--- src/rtl/fpmul_sched.sv ---
// Two-requester round-robin scheduler wrapped around the shared combinational
// single-precision multiplier, with a response buffer that holds until accepted.

// Combinational single-precision multiplier. Mantissa is truncated, and
// zero/denormal operands give a signed zero. An all-ones exponent on either
// side raises exception and forces Result to zero.
module mul (
    input  logic [31:0] a,
    input  logic [31:0] b,
    output logic [31:0] result,
    output logic        exception,
    output logic        overflow,
    output logic        underflow
);
    logic        sign;
    logic [7:0]  ea;
    logic [7:0]  eb;
    logic [47:0] ma;
    logic [47:0] mb;
    logic [47:0] prod;
    logic        norm;
    logic [22:0] mant;
    logic [9:0]  exp_biased;
    logic [9:0]  exp_unb;
    logic        unused_bits;

    always_comb begin
        sign = a[31] ^ b[31];
        ea   = a[30:23];
        eb   = b[30:23];
        ma   = {24'd0, 1'b1, a[22:0]};
        mb   = {24'd0, 1'b1, b[22:0]};
        prod = ma * mb;
        norm = prod[47];
        mant = norm ? prod[46:24] : prod[45:23];
        // The exponent sum keeps the +127 bias twice, so range checks use 127 and 382.
        exp_biased = {2'b00, ea} + {2'b00, eb} + {9'd0, norm};
        exp_unb    = exp_biased - 10'd127;

        exception = (&ea) | (&eb);
        overflow  = 1'b0;
        underflow = 1'b0;
        result    = {sign, exp_unb[7:0], mant};
        if (exception) begin
            result = 32'd0;
        end else if (ea == 8'd0 || eb == 8'd0) begin
            result = {sign, 31'd0};
        end else if (exp_biased >= 10'd382) begin
            overflow = 1'b1;
            result   = {sign, 8'hFF, 23'd0};
        end else if (exp_biased <= 10'd127) begin
            underflow = 1'b1;
            result    = {sign, 31'd0};
        end
    end

    assign unused_bits = ^{prod[22:0], exp_unb[9:8]};
endmodule

// Handshake: a transfer occurs on a rising edge where valid and ready are both
// high. reqN_ready is combinational from the valids and state; rsp_valid holds
// with stable payload until rsp_ready is seen.
module fpmul_sched #(
    parameter int unsigned EXEC_CYCLES = 1
) (
    input  logic        clk,
    input  logic        rst,
    input  logic        req0_valid,
    output logic        req0_ready,
    input  logic [31:0] req0_a,
    input  logic [31:0] req0_b,
    input  logic        req1_valid,
    output logic        req1_ready,
    input  logic [31:0] req1_a,
    input  logic [31:0] req1_b,
    output logic        rsp_valid,
    input  logic        rsp_ready,
    output logic        rsp_id,
    output logic [31:0] rsp_result,
    output logic        rsp_exception,
    output logic        rsp_overflow,
    output logic        rsp_underflow,
    output logic        busy,
    output logic [15:0] op_count
);
    typedef enum logic [1:0] {IDLE, EXEC, RESP} state_t;

    localparam logic [3:0] CNT_LOAD = 4'(EXEC_CYCLES - 1);

    state_t      state;
    logic        last_grant;
    logic        grant;
    logic        grant_valid;
    logic        id_q;
    logic [3:0]  cnt;
    logic [31:0] op_a;
    logic [31:0] op_b;
    logic [31:0] mul_result;
    logic        mul_exception;
    logic        mul_overflow;
    logic        mul_underflow;

    // Contention goes to the requester that did not win last time.
    always_comb begin
        grant_valid = req0_valid | req1_valid;
        if (req0_valid & req1_valid) begin
            grant = ~last_grant;
        end else begin
            grant = req1_valid;
        end
    end

    assign req0_ready = (state == IDLE) & grant_valid & ~grant;
    assign req1_ready = (state == IDLE) & grant_valid & grant;

    mul u_mul (
        .a         (op_a),
        .b         (op_b),
        .result    (mul_result),
        .exception (mul_exception),
        .overflow  (mul_overflow),
        .underflow (mul_underflow)
    );

    always_ff @(posedge clk or posedge rst) begin
        if (rst) begin
            state         <= IDLE;
            last_grant    <= 1'b1;
            id_q          <= 1'b0;
            cnt           <= 4'd0;
            op_a          <= 32'd0;
            op_b          <= 32'd0;
            rsp_valid     <= 1'b0;
            rsp_id        <= 1'b0;
            rsp_result    <= 32'd0;
            rsp_exception <= 1'b0;
            rsp_overflow  <= 1'b0;
            rsp_underflow <= 1'b0;
            busy          <= 1'b0;
            op_count      <= 16'd0;
        end else begin
            case (state)
                IDLE: begin
                    if (grant_valid) begin
                        op_a       <= grant ? req1_a : req0_a;
                        op_b       <= grant ? req1_b : req0_b;
                        id_q       <= grant;
                        last_grant <= grant;
                        cnt        <= CNT_LOAD;
                        state      <= EXEC;
                        busy       <= 1'b1;
                    end
                end
                EXEC: begin
                    // Operands have driven mul for EXEC_CYCLES cycles once cnt hits 0.
                    if (cnt == 4'd0) begin
                        rsp_result    <= mul_result;
                        rsp_exception <= mul_exception;
                        rsp_overflow  <= mul_overflow;
                        rsp_underflow <= mul_underflow;
                        rsp_id        <= id_q;
                        rsp_valid     <= 1'b1;
                        state         <= RESP;
                    end else begin
                        cnt <= cnt - 4'd1;
                    end
                end
                RESP: begin
                    if (rsp_ready) begin
                        rsp_valid <= 1'b0;
                        op_count  <= op_count + 16'd1;
                        state     <= IDLE;
                        busy      <= 1'b0;
                    end
                end
                default: begin
                    state <= IDLE;
                    busy  <= 1'b0;
                end
            endcase
        end
    end
endmodule

--- config.mk ---
export PLATFORM = sky130hd
export DESIGN_NAME = fpmul_sched
export DESIGN_NICKNAME = d
export VERILOG_FILES = /design/src/rtl/fpmul_sched.sv
export SDC_FILE = /design/constraint.sdc
export NUM_CORES = 2
export LEC_CHECK = 0
export BUFFER_PORTS_ARGS = -buffer_cell sky130_fd_sc_hd__buf_2
export CORE_ASPECT_RATIO = 1.4
export CORE_MARGIN = 3
export CORE_UTILIZATION = 52
export CTS_CLUSTER_DIAMETER = 200
export DETAILED_ROUTE_END_ITERATION = 8
export PLACE_DENSITY = 0.82
export SYNTH_ARGS = -nofsm -noshare
export SYNTH_HDL_FRONTEND = slang
export SYNTH_SLANG_ARGS = --single-unit
export TNS_END_PERCENT = 10
--- constraint.sdc ---
create_clock -name clk -period 17 [get_ports clk]
set_input_delay 1.7 -clock clk [delete_from_list [all_inputs] [get_ports clk]]
set_output_delay 1.7 -clock clk [all_outputs]
set_load 0.01 [all_outputs]
==> flow_summary.toml <==
[run_status]
status = "completed"

[finish]
fill_cells = 3854
nets = 3581
drive_gt1_share_pct = 10.0
area_growth_pct = 8.49
seqCellArea_sq_mm = 0.00315
multi_input_area_sq_mm = 0.0184

[synth]
yosysTopAreaCell = "fa_1"
synth_common_cells = "639 x inv_1, 483 x fa_1, 371 x nand2_1"
ys.flop_type = "dfrtp_1"
async_flop_share_pct = 100
synth_cell_type_count = 78
ys_seq_area_share_pct = 12.9
yosys.area.top_type_share_pct = 39.6
synth_seq_cells = 126
synth_nets = 3471
synth_enable_flop_cells = 0
yosysWarnings = 0
synth.top_cells.by_area = "fa_1 40%, dfrtp_1 13%, inv_1 9.8%, ha_1 9.3%, nand2_1 5.7%"
synth_area_per_cell_sq_um = 9.13
netlist_instances = 2674
synth.most_common_cell = "inv_1"
syn-cell-area_sq_mm = 0.0244

[clock_tree]
hold_buffers = 0
cts_tree = "done"
clk_latency_ns = 0.45
root_buffer = "clkbuf_16"
ctsLongestPathBuffers = 2
post_cts_buffers = 0
path_clk_slew_ns = 0.07
cts_max_level = 4
cts_repair_resize_count = 0
clkSinkCount = 126
numCtsBuffers = 17

[timing]
setup_tns_ns = 0
max_slew_margin_pct = 20.7
hold_violations = 0
rsz0062_at_grt = "false"
finalMaxSlewViolations = 0
fmax_mhz = 91.1
min_period_ns = 10.98
post-route-period-util_pct = 64.6
tightestPinTransition_ns = 1.19
fin_skew_ns = 0.0160
setup_viol = 0

[worst_setup_path]
startpoint_type = "flip-flop"
cp-end-kind = "flip-flop"
crit_required_ns = 17.37
critPathArrivalTime_ns = 11.35
cpPeakStageDelay_ns = 0.97
path_max_fanout = 25
crit_top_cell = "fa_1"
crit_type = "reg -> reg"
critPathSlowestCell = "dfrtp_1"

[detailed_routing]
drt_wl_total_mm = 72.3
drc_errors = 0
drt_iter0_markers = 1743
via_count = 20000
top_layer_used = "met5"
wl_met2_mm = 36.4
vias_per_cell = 5.86
ant_nets = 0
wl_per_cell_um = 21.2
wl_met3_mm = 6.55
first_pass_iters = 9
wl_met1_mm = 24.0

[global_routing]
grt_pass1_vias = 22300
grt_pass1_wl_mm = 116
grt_usage_pct = 29.9
grt_max_degree = 72
antenna_found_initial = 3
gr-total-overflow = 0

[die]
die_x_um = 189
die-area_sq_mm = 0.0496
start_util_pct = 52.9
dieHeight_um = 262
floorplan.rows = 93
core_area_sq_mm = 0.0462
ioPinCount = 189

[placement]
gp_congestion = 1.02
portBuffers = 188
dp_hpwl_mm = 57.2

[run]
drv_cap = 0

[hold_path]
hold_path_class = "reg -> reg"
==> kinds of logic (layout without fill, tap and decap cells) <==
group / Yosys count / count (layout) / share of synthesized area [%]
adders and majority gates: 664 / 664 / 48.9
and+or+nand+nor: 783 / 783 / 15.5
DFF: 126 / 126 / 12.9
buffers and inverters: 772 / 895 / 12.0
muxes: 7 / 7 / 0.292
AOI/OAI and AO/OA: 276 / 276 / 8.73
other: 0 / 1 / 0
xor gates and xnor gates: 46 / 46 / 1.73
==> path summary, 6_finish.rpt <==
path | depth (start not counted) | slack (ns) | end | from
setup / recovery | 31 | 6.02 | rsp_result[25] | op_a[22]
hold / removal | 1 | 0.47 | op_count[15] | op_count[15]
setup reg to reg | 31 | 6.02 | rsp_result[25] | op_a[22]
hold reg to reg | 1 | 0.47 | op_count[15] | op_count[15]
max in group asynchronous | 3 | 14.24 | op_b[13] | rst
min in group asynchronous | 2 | 1.38 | op_a[29] | rst
==> placed cells by master, fill, tap and decap left out, types with 13 or more instances in the layout <==
cell | synthesis | routed
inv_1 | 639 | 638
fa_1 | 483 | 483
nand2_1 | 371 | 371
and2_1 | 219 | 219
buf_2 | 7 | 188
ha_1 | 181 | 181
dfrtp_1 | 125 | 125
nor2_1 | 69 | 69
a222oi_1 | 64 | 64
a21oi_1 | 52 | 51
o21ai_0 | 36 | 36
nand3_1 | 34 | 34
buf_4 | 0 | 33
xnor2_1 | 27 | 27
a21o_1 | 19 | 19
nor3_1 | 19 | 19
xor2_1 | 18 | 18
nand4_1 | 17 | 17
clkbuf_16 | 0 | 17
a211oi_1 | 13 | 13
==> per-layer routing <==
layer / vias to the layer above / global-route usage (%)
met4: 6 / 17.8
met3: 350 / 5.78
met1: 9950 / 33.8
li1: 8453 / -
met5: - / 0
met2: 1246 / 52.0
==> layout make-up <==
type / count / area share, %
antenna: 1 / 0.00945
clock buffer: 17 / 1.61
clock inverter: 15 / 0.642
inverter: 642 / 9.12
multi-input combinational: 1776 / 69.3
sequential: 126 / 11.9
tap: 617 / 2.91
timing repair buffer: 221 / 4.49
==> flip-flops by register name, summed over array words and instances, names as in the netlist <==
register	count
cnt	4
busy	1
rsp_id	1
op_count	16
rsp_overflow	1
id_q	1
op_a	32
rsp_result	32
rsp_exception	1
op_b	32
last_grant	1
state	2
rsp_underflow	1
rsp_valid	1
==> critical path: cells and delay by family, from the launching register on <==
family          cells  cell delay (ns)
compound gates      6             1.53
flops               1             0.97
buf+inv             6             0.84
simple gates        7             1.74
fa+ha+maj          10             4.94
xor+xnor            2             0.87
==> per-stage QoR <==
| step | setup slack (ns) | std cells | utilization [%] | hold slack [ns] | area [sq um] |
|---|---|---|---|---|---|
| global route | 5.56 | 3414 | 57.3 | 0.502 | 26500 |
| CTS | 6.15 | 3414 | 57.3 | 0.479 | 26500 |
| finish | 6.02 | 3415 | 57.3 | 0.475 | 26500 |
| floorplan | 7.99 | 2674 | - | 0.446 | 24400 |
| global placement | 6.48 | 3382 | 56.1 | 0.456 | 25900 |
| detailed placement | 6.22 | 3382 | 56.1 | 0.463 | 25900 |
Power is left out: the tool's default activity adds up to more than one toggle a clock period on the data nets, which glitch-free logic cannot reach.
